## config.mk

```make
export PLATFORM = sky130hd
export DESIGN_NAME = top
export DESIGN_NICKNAME = d
export VERILOG_FILES = /design/src/rtl/top_pkg.sv /design/src/rtl/hex_to_seven_seg.sv /design/src/rtl/top.sv
export SDC_FILE = /design/constraint.sdc
export NUM_CORES = 1
export LEC_CHECK = 0
export BUFFER_PORTS_ARGS = -buffer_cell sky130_fd_sc_hd__buf_2
export CELL_PAD_IN_SITES_DETAIL_PLACEMENT = 0
export CELL_PAD_IN_SITES_GLOBAL_PLACEMENT = 1
export CORE_MARGIN = 3
export CORE_UTILIZATION = 25
export DETAILED_ROUTE_END_ITERATION = 8
export GPL_ROUTABILITY_DRIVEN = 1
export PLACE_DENSITY = 0.56
export RECOVER_POWER = 25
export SLEW_MARGIN = 20
export SYNTH_ARGS = -nofsm -noshare
export SYNTH_HDL_FRONTEND = slang
export SYNTH_SLANG_ARGS = --single-unit
```

## constraint.sdc

```tcl
create_clock -name clk -period 0.8 [get_ports clk]
set_input_delay 0.08 -clock clk [delete_from_list [all_inputs] [get_ports clk]]
set_output_delay 0.08 -clock clk [all_outputs]
set_load 0.01 [all_outputs]
```

## src/rtl/top_pkg.sv

```systemverilog
`timescale 1ns/1ps
// Shared widths and active-high seven-segment patterns for the hex display driver.
// Segment bit order: bit0..bit6 = a..g, bit7 = dp.
package top_pkg;

  localparam int unsigned NIBBLE_W = 4;
  localparam int unsigned SEG_W    = 8;
  localparam int unsigned VALUE_W  = 2 * NIBBLE_W;

  localparam logic [SEG_W-1:0] SEG_BLANK = 8'h00;

  localparam logic [SEG_W-1:0] SEG_0 = 8'h3F;
  localparam logic [SEG_W-1:0] SEG_1 = 8'h06;
  localparam logic [SEG_W-1:0] SEG_2 = 8'h5B;
  localparam logic [SEG_W-1:0] SEG_3 = 8'h4F;
  localparam logic [SEG_W-1:0] SEG_4 = 8'h66;
  localparam logic [SEG_W-1:0] SEG_5 = 8'h6D;
  localparam logic [SEG_W-1:0] SEG_6 = 8'h7D;
  localparam logic [SEG_W-1:0] SEG_7 = 8'h07;
  localparam logic [SEG_W-1:0] SEG_8 = 8'h7F;
  localparam logic [SEG_W-1:0] SEG_9 = 8'h6F;
  localparam logic [SEG_W-1:0] SEG_A = 8'h77;
  localparam logic [SEG_W-1:0] SEG_B = 8'h7C;
  localparam logic [SEG_W-1:0] SEG_C = 8'h39;
  localparam logic [SEG_W-1:0] SEG_D = 8'h5E;
  localparam logic [SEG_W-1:0] SEG_E = 8'h79;
  localparam logic [SEG_W-1:0] SEG_F = 8'h71;

endpackage : top_pkg

```

## src/rtl/hex_to_seven_seg.sv

```systemverilog
`timescale 1ns/1ps
// Combinational nibble-to-segment decoder; the dp bit is never lit.
module hex_to_seven_seg
  import top_pkg::*;
(
  input  logic [NIBBLE_W-1:0] i_nibble,
  output logic [SEG_W-1:0]    o_seg_c
);

  always_comb begin
    o_seg_c = SEG_BLANK;
    case (i_nibble)
      4'h0: o_seg_c = SEG_0;
      4'h1: o_seg_c = SEG_1;
      4'h2: o_seg_c = SEG_2;
      4'h3: o_seg_c = SEG_3;
      4'h4: o_seg_c = SEG_4;
      4'h5: o_seg_c = SEG_5;
      4'h6: o_seg_c = SEG_6;
      4'h7: o_seg_c = SEG_7;
      4'h8: o_seg_c = SEG_8;
      4'h9: o_seg_c = SEG_9;
      4'hA: o_seg_c = SEG_A;
      4'hB: o_seg_c = SEG_B;
      4'hC: o_seg_c = SEG_C;
      4'hD: o_seg_c = SEG_D;
      4'hE: o_seg_c = SEG_E;
      4'hF: o_seg_c = SEG_F;
      default: o_seg_c = SEG_BLANK;
    endcase
  end

endmodule : hex_to_seven_seg

```

## src/rtl/top.sv

```systemverilog
`timescale 1ns/1ps
// Dual-digit hex display driver: both nibbles of Value are decoded and
// registered together so the two digits always change on the same edge.
module top
  import top_pkg::*;
(
  input  logic               clk,
  input  logic               rst_n,
  input  logic [VALUE_W-1:0] Value,
  output logic [SEG_W-1:0]   SevenSegDig1,
  output logic [SEG_W-1:0]   SevenSegDig2
);

  logic [SEG_W-1:0] w_seg_dig1;
  logic [SEG_W-1:0] w_seg_dig2;
  logic [SEG_W-1:0] r_seg_dig1;
  logic [SEG_W-1:0] r_seg_dig2;

  hex_to_seven_seg u_dec_hi (
    .i_nibble (Value[VALUE_W-1:NIBBLE_W]),
    .o_seg_c  (w_seg_dig1)
  );

  hex_to_seven_seg u_dec_lo (
    .i_nibble (Value[NIBBLE_W-1:0]),
    .o_seg_c  (w_seg_dig2)
  );

  // Output registers blank the display asynchronously while in reset.
  always_ff @(posedge clk or negedge rst_n) begin
    if (!rst_n) begin
      r_seg_dig1 <= SEG_BLANK;
      r_seg_dig2 <= SEG_BLANK;
    end else begin
      r_seg_dig1 <= w_seg_dig1;
      r_seg_dig2 <= w_seg_dig2;
    end
  end

  assign SevenSegDig1 = r_seg_dig1;
  assign SevenSegDig2 = r_seg_dig2;

endmodule : top

```

==> metrics.md <==
| Metric | Value |
|---|---|
| Result of the run | complete, but fails checks |
| Failing checks | negative setup slack |
| Cell class contributing the biggest share of worst-path delay | flip-flops |
| Sort of element at the start of the critical path | flop |
| Worst min-delay path class | in -> reg |
| Unrepaired setup endpoints after global routing | true |
| Vias per cell | 4.12 |
| Buffers and inverters on the worst path | 1 |
| Number of cells in the design after placement | 159 |
| Total of max-cap violations | 0 |
| Syn-to-layout area delta | 30.6% |
| Post-Place Cell Area | 1090 sq um |
| Max Root-Sink Buffers | 2 |
| Detailed-route DRC error count | 0 |
| Count of final setup violators | 14 |
| Wire length after detailed routing | 1640 microns |
| Slowest Stage Delay on Critical Path | 0.37 ns |
| NumNets Final | 145 |
| Total track usage | 0.0864 |
| Synth Instances | 89 |
| Die boundary width | 65.3 microns |
| Final Hold Vio Count | 0 |
| Clk sink count | 14 |
| Worst endpoint data arrival time | 0.78 ns |
| Max-slew violation count | 0 |
| HPWL after detailed placement | 1390 microns |
| Number of standard-cell rows in the floorplan | 20 |
| Reported leakage power | 0.551 nW |
| Effective utilization at floorplan | 0.275 |
| Clk root buf | sky130_fd_sc_hd__clkbuf_4 |
| Reg clk slew, reported paths | 0.08 ns |
| Number of synthesized register bits | 14 |
| I/O pins | 26 |
| Final ANT Viol Nets | 0 |
| Post-Layout Inst Area | 1150 sq um |
| Standard cell core area | 3200 sq um |
| Fmax | 1.16 GHz |
| Cell at the slowest stage of the critical path | sky130_fd_sc_hd__dfrtp_1 |
| Total inserted antenna cells | 0 |
| Remaining Overflow, GRT | 0 |
| Post-synthesis instance area | 880 sq um |
| Count of yosys warnings during synthesis | 0 |
| Largest net degree at the start of global routing | 15 |
| Post-route minimum period | 0.858 ns |
| Number of antenna violations at the first check in global routing | 0 |
| Vias in the first global route | 667 |
| Finished Layout Cells | 164 |
| Most common cell after layout, fill and taps aside | sky130_fd_sc_hd__buf_2 |
| Share of layout cells above drive strength 1 | 0.358 |
| Final setup slack of the worst path | -0.0584 ns |
| CTS Buf Count | 3 |
| Crit Path Max Fanout | 1 |
| Ordered cell list for the critical path | buf_2 |
| Number of port buffers | 23 |
| Crit path capture type | output port |
| Final Wtd Congestion | 0.775 |
| Number of detailed-route iterations in the first pass | 4 |
| CTS tree | built |
| Wire length of the first global-routing pass | 2850 microns |
| Number of levels the H-tree was split into | 1 |
| Total vias in the final route | 675 |
| Wirelength per Cell | 9.99 microns |
| Count of routing violations after the opening detailed-route iteration | 24 |
| Largest vdd supply drop | 0.395 mV |
| Type of the worst setup path | reg -> out |
| Die Ht | 65.3 microns |
| Proportion of synthesized chip area in sequential cells | 0.398 |
| Total Die Area | 4270 sq um |
| Per-instance average area after synthesis | 9.88 sq um |
| Commonest non-fill, non-tap cells in the layout | sky130_fd_sc_hd__buf_2 (21), sky130_fd_sc_hd__dfrtp_1 (14), sky130_fd_sc_hd__ha_1 (12) |
| Power density cells | 1440 nW/um^2 |
| Number of distinct library cells after synthesis | 27 |
| Final worst-path cycle share | 1.07 |
| Worst path required time | 0.72 ns |
## timing repair
action                                  4_1_cts  5_1_grt
hold buffers                                  1        0
hold endpoints to repair                     14        0
gates resized for setup                       0        3
endpoints found under the setup margin       14       16
buffers inserted                              0        0
## kinds of logic after synthesis
| logic type | count (synthesis) | synth area share |
|---|---|---|
| AO/OA/AOI/OAI | 23 | 0.156 |
| adder cells (fa/ha/maj) | 14 | 0.199 |
| buffers and inverters | 11 | 0.0697 |
| flip-flops | 14 | 0.398 |
| multiplexers | 3 | 0.0398 |
| other | 1 | 0.00426 |
| AND/OR/NAND/NOR | 23 | 0.132 |
## area by class of cell
type	count	area (sq um)
clock buffers	4	36.3
fillers	349	2050
inverters	6	25.0
multi-input cells	65	498
flip-flops and latches	14	350
well taps	44	55.1
repair buffers	31	184
## where the power goes
group / switching, W / internal, W
registers: 0.0000142 / 0.000766
logic: 0.000221 / 0.000178
clock network: 0.000198 / 0.000276
total: 0.000433 / 0.00122
## registers in the layout (all words and copies together) (netlist names)
signal,count
SevenSegDig1,7
SevenSegDig2,7
## synth_stat cells
| library cell | n | area share |
|---|---|---|
| sky130_fd_sc_hd__nor2b_1 | 3 | 0.021 |
| sky130_fd_sc_hd__ha_1 | 14 | 0.20 |
| sky130_fd_sc_hd__o21ai_1 | 4 | 0.023 |
| sky130_fd_sc_hd__nand2_1 | 6 | 0.026 |
| sky130_fd_sc_hd__nor3_1 | 1 | 0.0057 |
| sky130_fd_sc_hd__a21oi_1 | 7 | 0.040 |
| sky130_fd_sc_hd__buf_4 | 3 | 0.026 |
| sky130_fd_sc_hd__o21ai_0 | 3 | 0.017 |
| sky130_fd_sc_hd__mux2_4 | 1 | 0.017 |
| sky130_fd_sc_hd__a21o_1 | 1 | 0.0085 |
| sky130_fd_sc_hd__buf_2 | 1 | 0.0057 |
| sky130_fd_sc_hd__nand3_1 | 1 | 0.0057 |
| sky130_fd_sc_hd__o2bb2a_1 | 1 | 0.011 |
| sky130_fd_sc_hd__mux2i_1 | 2 | 0.023 |
| sky130_fd_sc_hd__dfrtp_1 | 14 | 0.40 |
| sky130_fd_sc_hd__conb_1 | 1 | 0.0043 |
| sky130_fd_sc_hd__or2_1 | 1 | 0.0071 |
| sky130_fd_sc_hd__and3_1 | 1 | 0.0071 |
| sky130_fd_sc_hd__inv_2 | 2 | 0.0085 |
| sky130_fd_sc_hd__a21oi_2 | 1 | 0.010 |
| sky130_fd_sc_hd__a211oi_1 | 2 | 0.017 |
| sky130_fd_sc_hd__a31oi_1 | 3 | 0.021 |
| sky130_fd_sc_hd__nand2b_1 | 6 | 0.043 |
| sky130_fd_sc_hd__o21a_1 | 1 | 0.0085 |
| sky130_fd_sc_hd__inv_1 | 4 | 0.017 |
| sky130_fd_sc_hd__nor2_1 | 4 | 0.017 |
| sky130_fd_sc_hd__buf_6 | 1 | 0.013 |
## stage by stage
step | power, W | setup slack (ns) | util | hold slack (ns) | TNS, ns
after detailed placement | 0.00118 | -0.240 | 0.341 | -0.0207 | -2.38
after global routing | 0.00177 | -0.0997 | 0.359 | 0.0587 | -1.15
final | 0.00165 | -0.0584 | 0.359 | 0.0626 | -0.596
after CTS | 0.00168 | -0.0852 | 0.355 | 0.0481 | -0.888
after floorplan | 0.00102 | 0.00268 | - | -0.216 | 0
after global placement | 0.00118 | -0.225 | 0.341 | -0.0242 | -2.28
## per-layer routing
layer	track usage	vias up	wire, microns
li1	-	355	-
met1	0.102	298	761
met2	0.139	20	750
met3	0.0222	2	113
met4	0.0544	0	13
met5	0	-	0
## final timing paths
| kind | start | endpoint | slack (ns) | cells after the start |
|---|---|---|---|---|
| setup / recovery | SevenSegDig1[1] | SevenSegDig1[1] | -0.06 | 1 |
| hold / removal | Value[6] | SevenSegDig1[5] | 0.06 | 2 |
| min in group asynchronous | rst_n | SevenSegDig1[3] | 0.24 | 2 |
| max in group asynchronous | rst_n | SevenSegDig2[0] | 0.31 | 2 |
No activity file was read; power rests on OpenSTA's default activity.
